## src/rtl/riscv_pkg.sv

```systemverilog
// ---------------------------------------------------------------------------
// riscv_pkg
// Shared definitions for the load/store unit:
//   XLEN_DEFAULT  default data/address width
//   MEM_B/H/W     decoder access-size encodings (2'b11 is handled as word)
//   lsu_state_t   bus-controller FSM states
// ---------------------------------------------------------------------------
package riscv_pkg;

    localparam int XLEN_DEFAULT = 32;

    localparam logic [1:0] MEM_B = 2'b00;
    localparam logic [1:0] MEM_H = 2'b01;
    localparam logic [1:0] MEM_W = 2'b10;

    typedef enum logic [1:0] {
        IDLE = 2'd0,
        BUS  = 2'd1,
        DONE = 2'd2
    } lsu_state_t;

endpackage

```

## src/rtl/lsu_align.sv

```systemverilog
// ---------------------------------------------------------------------------
// lsu_align
// Purely combinational lane logic for the LSU.
// Store side (driven from the live request):
//   reqSize, reqOffset, storeData -> byteEn, laneData, misaligned
// Load side (driven from the registered access attributes):
//   rdSize, rdUnsigned, rdOffset, busWord -> loadData (extracted + extended)
// Size 2'b11 behaves as a word access.
// ---------------------------------------------------------------------------
module lsu_align
    import riscv_pkg::*;
#(
    parameter int XLEN = XLEN_DEFAULT
) (
    input  logic [1:0]      reqSize,
    input  logic [1:0]      reqOffset,
    input  logic [XLEN-1:0] storeData,
    output logic [3:0]      byteEn,
    output logic [XLEN-1:0] laneData,
    output logic            misaligned,
    input  logic [1:0]      rdSize,
    input  logic            rdUnsigned,
    input  logic [1:0]      rdOffset,
    input  logic [XLEN-1:0] busWord,
    output logic [XLEN-1:0] loadData
);

    logic [XLEN-1:0] shifted;

    always_comb begin
        byteEn     = 4'b1111;
        laneData   = storeData;
        misaligned = 1'b0;
        case (reqSize)
            MEM_B: begin
                byteEn   = 4'b0001 << reqOffset;
                laneData = {(XLEN/8){storeData[7:0]}};
            end
            MEM_H: begin
                byteEn     = 4'b0011 << {reqOffset[1], 1'b0};
                laneData   = {(XLEN/16){storeData[15:0]}};
                misaligned = reqOffset[0];
            end
            default: begin
                byteEn     = 4'b1111;
                laneData   = storeData;
                misaligned = (reqOffset != 2'b00);
            end
        endcase
    end

    // Bring the addressed byte/half down to bit 0 before truncating.
    always_comb begin
        shifted  = busWord >> {rdOffset, 3'b000};
        loadData = shifted;
        case (rdSize)
            MEM_B:   loadData = {{(XLEN-8){~rdUnsigned & shifted[7]}}, shifted[7:0]};
            MEM_H:   loadData = {{(XLEN-16){~rdUnsigned & shifted[15]}}, shifted[15:0]};
            default: loadData = shifted;
        endcase
    end

endmodule

```

## src/rtl/lsu_bus_ctrl.sv

```systemverilog
// ---------------------------------------------------------------------------
// lsu_bus_ctrl
// Sequences execute-stage loads/stores onto a single-outstanding req/ack bus.
//   clk, rst_n                  clock, asynchronous active-low reset
//   ld_req, st_req              access requests (store wins if both high)
//   mem_size, ld_unsigned       access size (00 B, 01 H, 10/11 W), zero-extend
//   addr, wdata                 byte address, right-justified store data
//   bus_req/we/addr/be/wdata    bus request side, held stable while in BUS
//   bus_ack, bus_rdata          bus completion and read word
//   stall                       holds the pipeline while an access is pending
//   rdata_valid, rdata          load result pulse and held load result
//   misalign_fault              pulse for a misaligned access (never on bus)
//   bus_timeout                 pulse when an ack never arrives
// Optional build macro LSU_TIMEOUT_EN enables the ack-wait limit
// TIMEOUT_CYCLES; without it BUS waits forever and bus_timeout is 0.
// ---------------------------------------------------------------------------
module lsu_bus_ctrl
    import riscv_pkg::*;
#(
    parameter int XLEN           = XLEN_DEFAULT,
    parameter int TIMEOUT_CYCLES = 255
) (
    input  logic            clk,
    input  logic            rst_n,
    input  logic            ld_req,
    input  logic            st_req,
    input  logic [1:0]      mem_size,
    input  logic            ld_unsigned,
    input  logic [XLEN-1:0] addr,
    input  logic [XLEN-1:0] wdata,
    output logic            bus_req,
    output logic            bus_we,
    output logic [XLEN-1:0] bus_addr,
    output logic [3:0]      bus_be,
    output logic [XLEN-1:0] bus_wdata,
    input  logic            bus_ack,
    input  logic [XLEN-1:0] bus_rdata,
    output logic            stall,
    output logic            rdata_valid,
    output logic [XLEN-1:0] rdata,
    output logic            misalign_fault,
    output logic            bus_timeout
);

    // Four byte lanes are assumed throughout; the wait limit must be usable.
    if (XLEN != 32) begin : g_badXlen
        $error("lsu_bus_ctrl: XLEN must be 32");
    end
    if (TIMEOUT_CYCLES < 1) begin : g_badTimeout
        $error("lsu_bus_ctrl: TIMEOUT_CYCLES must be at least 1");
    end

    lsu_state_t      stateReg, stateNext;
    logic [XLEN-1:0] busAddrReg, busWdataReg, rdataReg;
    logic [3:0]      busBeReg;
    logic            busWeReg;
    logic [1:0]      sizeReg, offsetReg;
    logic            unsignedReg, isLoadReg, faultReg, timeoutReg;

    logic            req;
    logic            timeoutHit;
    logic [3:0]      alignBe;
    logic [XLEN-1:0] alignWdata, alignRdata;
    logic            alignMis;

    assign req = ld_req | st_req;

    lsu_align #(.XLEN(XLEN)) u_align (
        .reqSize    (mem_size),
        .reqOffset  (addr[1:0]),
        .storeData  (wdata),
        .byteEn     (alignBe),
        .laneData   (alignWdata),
        .misaligned (alignMis),
        .rdSize     (sizeReg),
        .rdUnsigned (unsignedReg),
        .rdOffset   (offsetReg),
        .busWord    (bus_rdata),
        .loadData   (alignRdata)
    );

`ifdef LSU_TIMEOUT_EN
    localparam int CNT_W = ($clog2(TIMEOUT_CYCLES + 1) > 8) ? $clog2(TIMEOUT_CYCLES + 1) : 8;

    logic [CNT_W-1:0] waitCntReg;

    // Holding the counter at zero while idle clears it on every entry to BUS.
    always_ff @(posedge clk or negedge rst_n) begin
        if (!rst_n) begin
            waitCntReg <= '0;
        end else if (stateReg == IDLE) begin
            waitCntReg <= '0;
        end else if ((stateReg == BUS) && !bus_ack) begin
            waitCntReg <= waitCntReg + CNT_W'(1);
        end
    end

    // Fires during the last permitted wait cycle, so the count reaches the
    // limit on the same edge that leaves BUS.
    assign timeoutHit = (waitCntReg == CNT_W'(TIMEOUT_CYCLES - 1));
`else
    assign timeoutHit = 1'b0;
`endif

    always_comb begin
        stateNext = stateReg;
        case (stateReg)
            IDLE: begin
                if (req) begin
                    stateNext = alignMis ? DONE : BUS;
                end
            end
            BUS: begin
                if (bus_ack || timeoutHit) begin
                    stateNext = DONE;
                end
            end
            default: stateNext = IDLE;
        endcase
    end

    always_ff @(posedge clk or negedge rst_n) begin
        if (!rst_n) begin
            stateReg    <= IDLE;
            busAddrReg  <= '0;
            busWdataReg <= '0;
            busBeReg    <= '0;
            busWeReg    <= 1'b0;
            sizeReg     <= '0;
            offsetReg   <= '0;
            unsignedReg <= 1'b0;
            isLoadReg   <= 1'b0;
            faultReg    <= 1'b0;
            timeoutReg  <= 1'b0;
            rdataReg    <= '0;
        end else begin
            stateReg <= stateNext;
            case (stateReg)
                IDLE: begin
                    if (req) begin
                        faultReg   <= alignMis;
                        timeoutReg <= 1'b0;
                        isLoadReg  <= ~st_req;
                        // A misaligned access leaves the bus registers untouched.
                        if (!alignMis) begin
                            busAddrReg  <= {addr[XLEN-1:2], 2'b00};
                            busBeReg    <= alignBe;
                            busWdataReg <= alignWdata;
                            busWeReg    <= st_req;
                            sizeReg     <= mem_size;
                            unsignedReg <= ld_unsigned;
                            offsetReg   <= addr[1:0];
                        end
                    end
                end
                BUS: begin
                    if (bus_ack) begin
                        if (isLoadReg) begin
                            rdataReg <= alignRdata;
                        end
                    end else if (timeoutHit) begin
                        timeoutReg <= 1'b1;
                    end
                end
                default: ;
            endcase
        end
    end

    assign bus_req     = (stateReg == BUS);
    assign bus_we      = busWeReg;
    assign bus_addr    = busAddrReg;
    assign bus_be      = busBeReg;
    assign bus_wdata   = busWdataReg;
    assign stall       = ((stateReg == IDLE) & req) | (stateReg == BUS);
    assign rdata       = rdataReg;
    assign rdata_valid = (stateReg == DONE) & isLoadReg & ~faultReg & ~timeoutReg;
    assign misalign_fault = (stateReg == DONE) & faultReg;
`ifdef LSU_TIMEOUT_EN
    assign bus_timeout = (stateReg == DONE) & timeoutReg;
`else
    assign bus_timeout = 1'b0;
`endif

endmodule
```

## config.mk

```make
export PLATFORM = sky130hd
export DESIGN_NAME = lsu_bus_ctrl
export DESIGN_NICKNAME = d
export VERILOG_FILES = /design/src/rtl/riscv_pkg.sv /design/src/rtl/lsu_align.sv /design/src/rtl/lsu_bus_ctrl.sv
export SDC_FILE = /design/constraint.sdc
export NUM_CORES = 1
export LEC_CHECK = 0
export CORE_MARGIN = 5
export CORE_UTILIZATION = 39
export CTS_CLUSTER_DIAMETER = 40
export DETAILED_ROUTE_END_ITERATION = 10
export PLACE_DENSITY = 0.77
export SLEW_MARGIN = 40
export SYNTH_ARGS = -nofsm -noshare
export SYNTH_HDL_FRONTEND = slang
export SYNTH_SLANG_ARGS = --single-unit
```

## constraint.sdc

```tcl
create_clock -name clk -period 1.8 [get_ports clk]
set_input_delay 0.36 -clock clk [delete_from_list [all_inputs] [get_ports clk]]
set_output_delay 0.36 -clock clk [all_outputs]
set_load 0.005 [all_outputs]
```

# Word-level counts from Yosys, hierarchy flattened
# Index checks and enable logic that the tools add are counted.
# classes
eq_ne,6
shift,3
mux,8
bitwise,12
reduce_logical,8
# ops
cell,n
$pmux W32 S2,2
$shr A32 B5 Y32,1
$pmux W4 S2,1
$and A1 B1 Y1,6
$eq A2 B1 Y1 const B,3
$logic_not A2 Y1,3
$mux W2,3
$reduce_and A3 Y1,2
$not A1 Y1,4
$pmux W2 S2,1
$reduce_and A2 Y1,2
$shl A1 B2 Y4 const A,1
$shl A2 B2 Y4 const A,1
$eq A2 B2 Y1 const B,1
$ne A2 B1 Y1 const B,1
$ne A2 B2 Y1 const B,1
$or A1 B1 Y1,2
$pmux W1 S2,1
$reduce_bool A2 Y1,1
# totals
ff_bits,108
elab_cells,48

# Logic depth before layout (Yosys ltp)
# depth
ltp_word,5
mapped_depth,7
depth_no_buf,5

# By module
# From an unflattened synthesis, not the netlist that was laid out.
# unflattened
cells_unflattened,412
hier_area_um2,5729.2
# by_module_without_submodules
module,n_inst,cells_per_inst,area_each_um2,seq_area_each_um2
lsu_bus_ctrl,1,246,4490.6,2702.6
lsu_align,1,166,1238.7,0.0

# Worst setup path after synthesis
# OpenSTA, ideal clock, no wires.
# synth_timing
kind,flip-flop to flip-flop
startpoint,register stateReg[0]
endpoint,"register busWdataReg[0], in the netlist bus_wdata[0]"
t_arrival_ns,1.690
required_time_ns,1.675
slack_ns,-0.015
stages_incl_launch_ff,5
synth_period_minus_slack_ns,1.815
path_cell_list,dfrtp_1 -> or2_2 -> a2111oi_4 -> buf_4 -> mux2_2
# synth_via
elab_chain_len,2
# synth_lines
item,line_no,source
start: declaration,lsu_bus_ctrl.sv:53,"lsu_state_t stateReg, stateNext;"
start signal: assignment,lsu_bus_ctrl.sv:137,stateReg <= stateNext;
$logic_not A2 Y1,lsu_bus_ctrl.sv:138,case (stateReg)
$reduce_and A3 Y1 (no line),n/a,
end signal: assignment,lsu_bus_ctrl.sv:148,busWdataReg <= alignWdata;
end: declaration,lsu_bus_ctrl.sv:54,"logic [XLEN-1:0] busAddrReg, busWdataReg, rdataReg;"
# Every way passes these cells.
# A chain may end at the register's enable or synchronous reset.

# Worst setup path after layout
# layout_timing
startpoint,register stateReg[0]
endpoint,"register busWdataReg[26], in the netlist bus_wdata[26]"
# The elaborated chain is that of the path after synthesis.

==> summary.txt <==
Die
  – Initial core utilization: between 30% and 40%
  – Die W: around 120 µm
  – Rows: between 40 and 50
  – Core area: 12,620 µm²
  – Die height: about 120 µm
  – DIE AREA: 15,240 µm²
  – # IOs: 210

Timing
  – Final Hold Viols: 0
  – Rel. slew slack: 61.25%
  – Final setup viols: 4
  – Fmax: between 500 and 600 MHz
  – Hold_ws: roughly 86 ps
  – Slew Viols, Final: 0
  – Final min period: about 1800 ps
  – Crit share post-route: 100.4%
  – Skew final: about 5.3 ps
  – Unrepaired setup endpoints after global routing: true
  – Final Worst Setup Slack: -6.708 ps
  – Worst-margin pin slew: about 580 ps

Cells and area
  – Layout Nets: 775
  – Area growth syn-to-layout: 59.19%
  – Layout cells sized above 1: 19.23%
  – Util after Layout: 63.31%
  – Ant diodes: 0

Worst setup path
  – Reg2reg setup slack: -7 ps
  – CP endpoint kind: register
  – Critical Path Source: stateReg[0]
  – R2R cell count: 6
  – Family with the most delay on the worst path: buffers and inverters
  – Critical Path End: bus_wdata[26]
  – WP data arrival: 2040 ps
  – Worst Path Required: 2030 ps
  – Critical path startpoint category: register
  – Crit-path most repeated cell: buf_12
  – Cell depth of the worst setup path: 6
  – Slowest Stage Delay on Critical Path: around 390 ps
  – Slowest CP cell: dfrtp_1
  – Peak fanout along the critical path: 7
  – Reg2reg start: stateReg[0]
  – CP Buf/Inv Count: 3
  – Reg-to-reg endpoint: bus_wdata[26]
  – Crit Path Category: register to register
  – Crit-path cells: or2_4 -> a2111oi_4 -> buf_6 -> buf_12 -> buf_12 -> mux2_2

Logic synthesis
  – Cells after synthesis: ~440
  – Synth area leader: dfrtp_1
  – Fraction of registers with async set/reset: 100.0%
  – Top_reg_cell synth: dfrtp_1
  – Synth unique cells: 39
  – Cell Area, Synth: 5019 µm²
  – Register area share after synthesis: ~54%
  – Most frequent cell after synthesis: dfrtp_1
  – Dominant cells by area after synthesis: dfrtp_1 (54%), mux2_2 (13%), mux2i_1 (8.2%)
  – Seq cells post-synth: roughly 110
  – YS warnings: 0
  – Number of flops mapped to enable cells by yosys: 0
  – Synth top area share: 53.85%
  – Commonest cells post-synth: dfrtp_1 (108), mux2_2 (59), a21oi_1 (43), mux2i_1 (41), nor2_1 (39)
  – Mean post-synth cell area: 11.43 µm²

CTS
  – CTS tree: built
  – Worst-Skew Late Latency: 350 ps
  – CTS buffer count: 9
  – H-tree depth: 3
  – CTS Hold Bufs: 0
  – Root buffer cell: clkbuf_16
  – Worst-case clock buffer depth: 2
  – CTS clk-pin slew, worst paths: 70 ps
  – Total clock sinks: 108

Drt
  – Drt total wl: between 15 and 20 mm
  – Starting DRC count in detailed routing: 250
  – DRT Pass-1 Iters: 4
  – Vias per cell: 5.071
  – Drt wl/cell: around 18 µm
  – Vias post-DR: around 4,300
  – DRC violations left: 0
  – Antenna viol nets, final: 0

Pwr
  – Design Power: 12.47 mW
  – Power Dens Cells: 1560 nW/µm²
  – Worst ir drop on vdd: about 0.00076 V
  – Leakage Power: between 3 and 4 nW

Global routing
  – Gr usage total: between 20% and 30%
  – Vias in the first global route: about 4,600
  – First-pass GRT wire length: 23.98 mm
  – Global route overflow: 0
  – Largest net degree at the start of global routing: approximately 110
  – Initial antenna violation count: 1

Outcome
  – Failing checks: negative setup slack
  – Status: complete, but fails checks

Flow run
  – Max cap viols: 0

Min path
  – Min-Delay Path Class: input pin to async pin

Place
  – IO buf count: around 210
  – GP Congestion: 0.8738
  – Hpwl dp: about 11 mm
## power breakdown
group	switching (mW)	total (mW)	internal (mW)
combinational	2.27	6.13	3.86
clock	0.857	1.94	1.08
sequential	0.760	4.40	3.64
total	3.89	12.5	8.58
## per-layer routing
layer | routed length (µm) | GRT usage [%] | share of wire (%)
met3 | 1274 | 5.672 | 8.2
met4 | 350 | 7.820 | 2.2
met1 | 6187 | 24.27 | 40
met2 | 7787 | 34.86 | 50
met5 | 12 | 0 | 0.077
## registers in the layout (all words and copies together), names as in the netlist
name,flops
sizeReg,2
bus_we,1
bus_addr,30
bus_be,4
stateReg,2
offsetReg,2
isLoadReg,1
rdata,32
bus_wdata,32
faultReg,1
unsignedReg,1
## metrics by stage
| stage | instance area, µm² | instances | worst slack [ps] | setup TNS, ps |
|---|---|---|---|---|
| 6_report | 7989 | 848 | -6.708 | -17.29 |
| 3_3_place_gp | 7433 | 824 | -514.5 | -37030 |
| 4_1_cts | 7884 | 847 | -244.2 | -1958 |
| 3_5_place_dp | 7433 | 824 | -545.6 | -38970 |
| 2_1_floorplan | 5026 | 441 | 16.25 | 0 |
| 5_1_grt | 7989 | 848 | -62.81 | -781.2 |
## cell families (layout without fill, tap and decap cells)
kind of cell / count (synthesis) / count (layout) / share of synthesized area, %
XOR/XNOR: 1 / 1 / 0.1746
AND/OR/NAND/NOR: 95 / 95 / 8.552
multiplexers: 100 / 100 / 21.42
AO/OA/AOI/OAI: 99 / 99 / 12.24
flip-flops: 108 / 108 / 53.85
other: 1 / 3 / 0.07472
buffers and inverters: 35 / 270 / 3.690
## repair_timing
action,in CTS,in global routing
pin swaps,2,1
setup buffers,3,1
gates cloned,4,0
setup endpoints to repair,68,64
resized for setup,17,30
## cell type report
type / instances / area (µm²)
inverter: 2 / 7.507
tap: 172 / 215.2
clock inverter: 4 / 50.05
timing repair buffer: 252 / 2527
fill: 1019 / 4631
clock buffer: 12 / 236.5
multi-input combinational: 298 / 2250
sequential: 108 / 2703
## layout by cell type, fill, tap and decap left out, types with 8 or more instances in the layout
cell	instances
a21oi_1	43
buf_4	38
clkbuf_16	9
clkdlybuf4s50_1	197
dfrtp_1	108
mux2_2	37
mux2_4	22
mux2i_1	41
nand2_1	30
nor2_1	37
nor2b_1	8
o21ai_0	25
o311ai_0	8
## how the worst min path moves through the flow
stage,startpoint,to,slack (ps)
finish,rst_n,rdata[1],90
global placement,rst_n,rdata[2],470
floorplan,rst_n,bus_addr[10],60
global route,rst_n,rdata[25],130
detailed placement,rst_n,rdata[2],490
CTS,rst_n,bus_wdata[27],120
No activity file was read; power rests on OpenSTA's default activity.
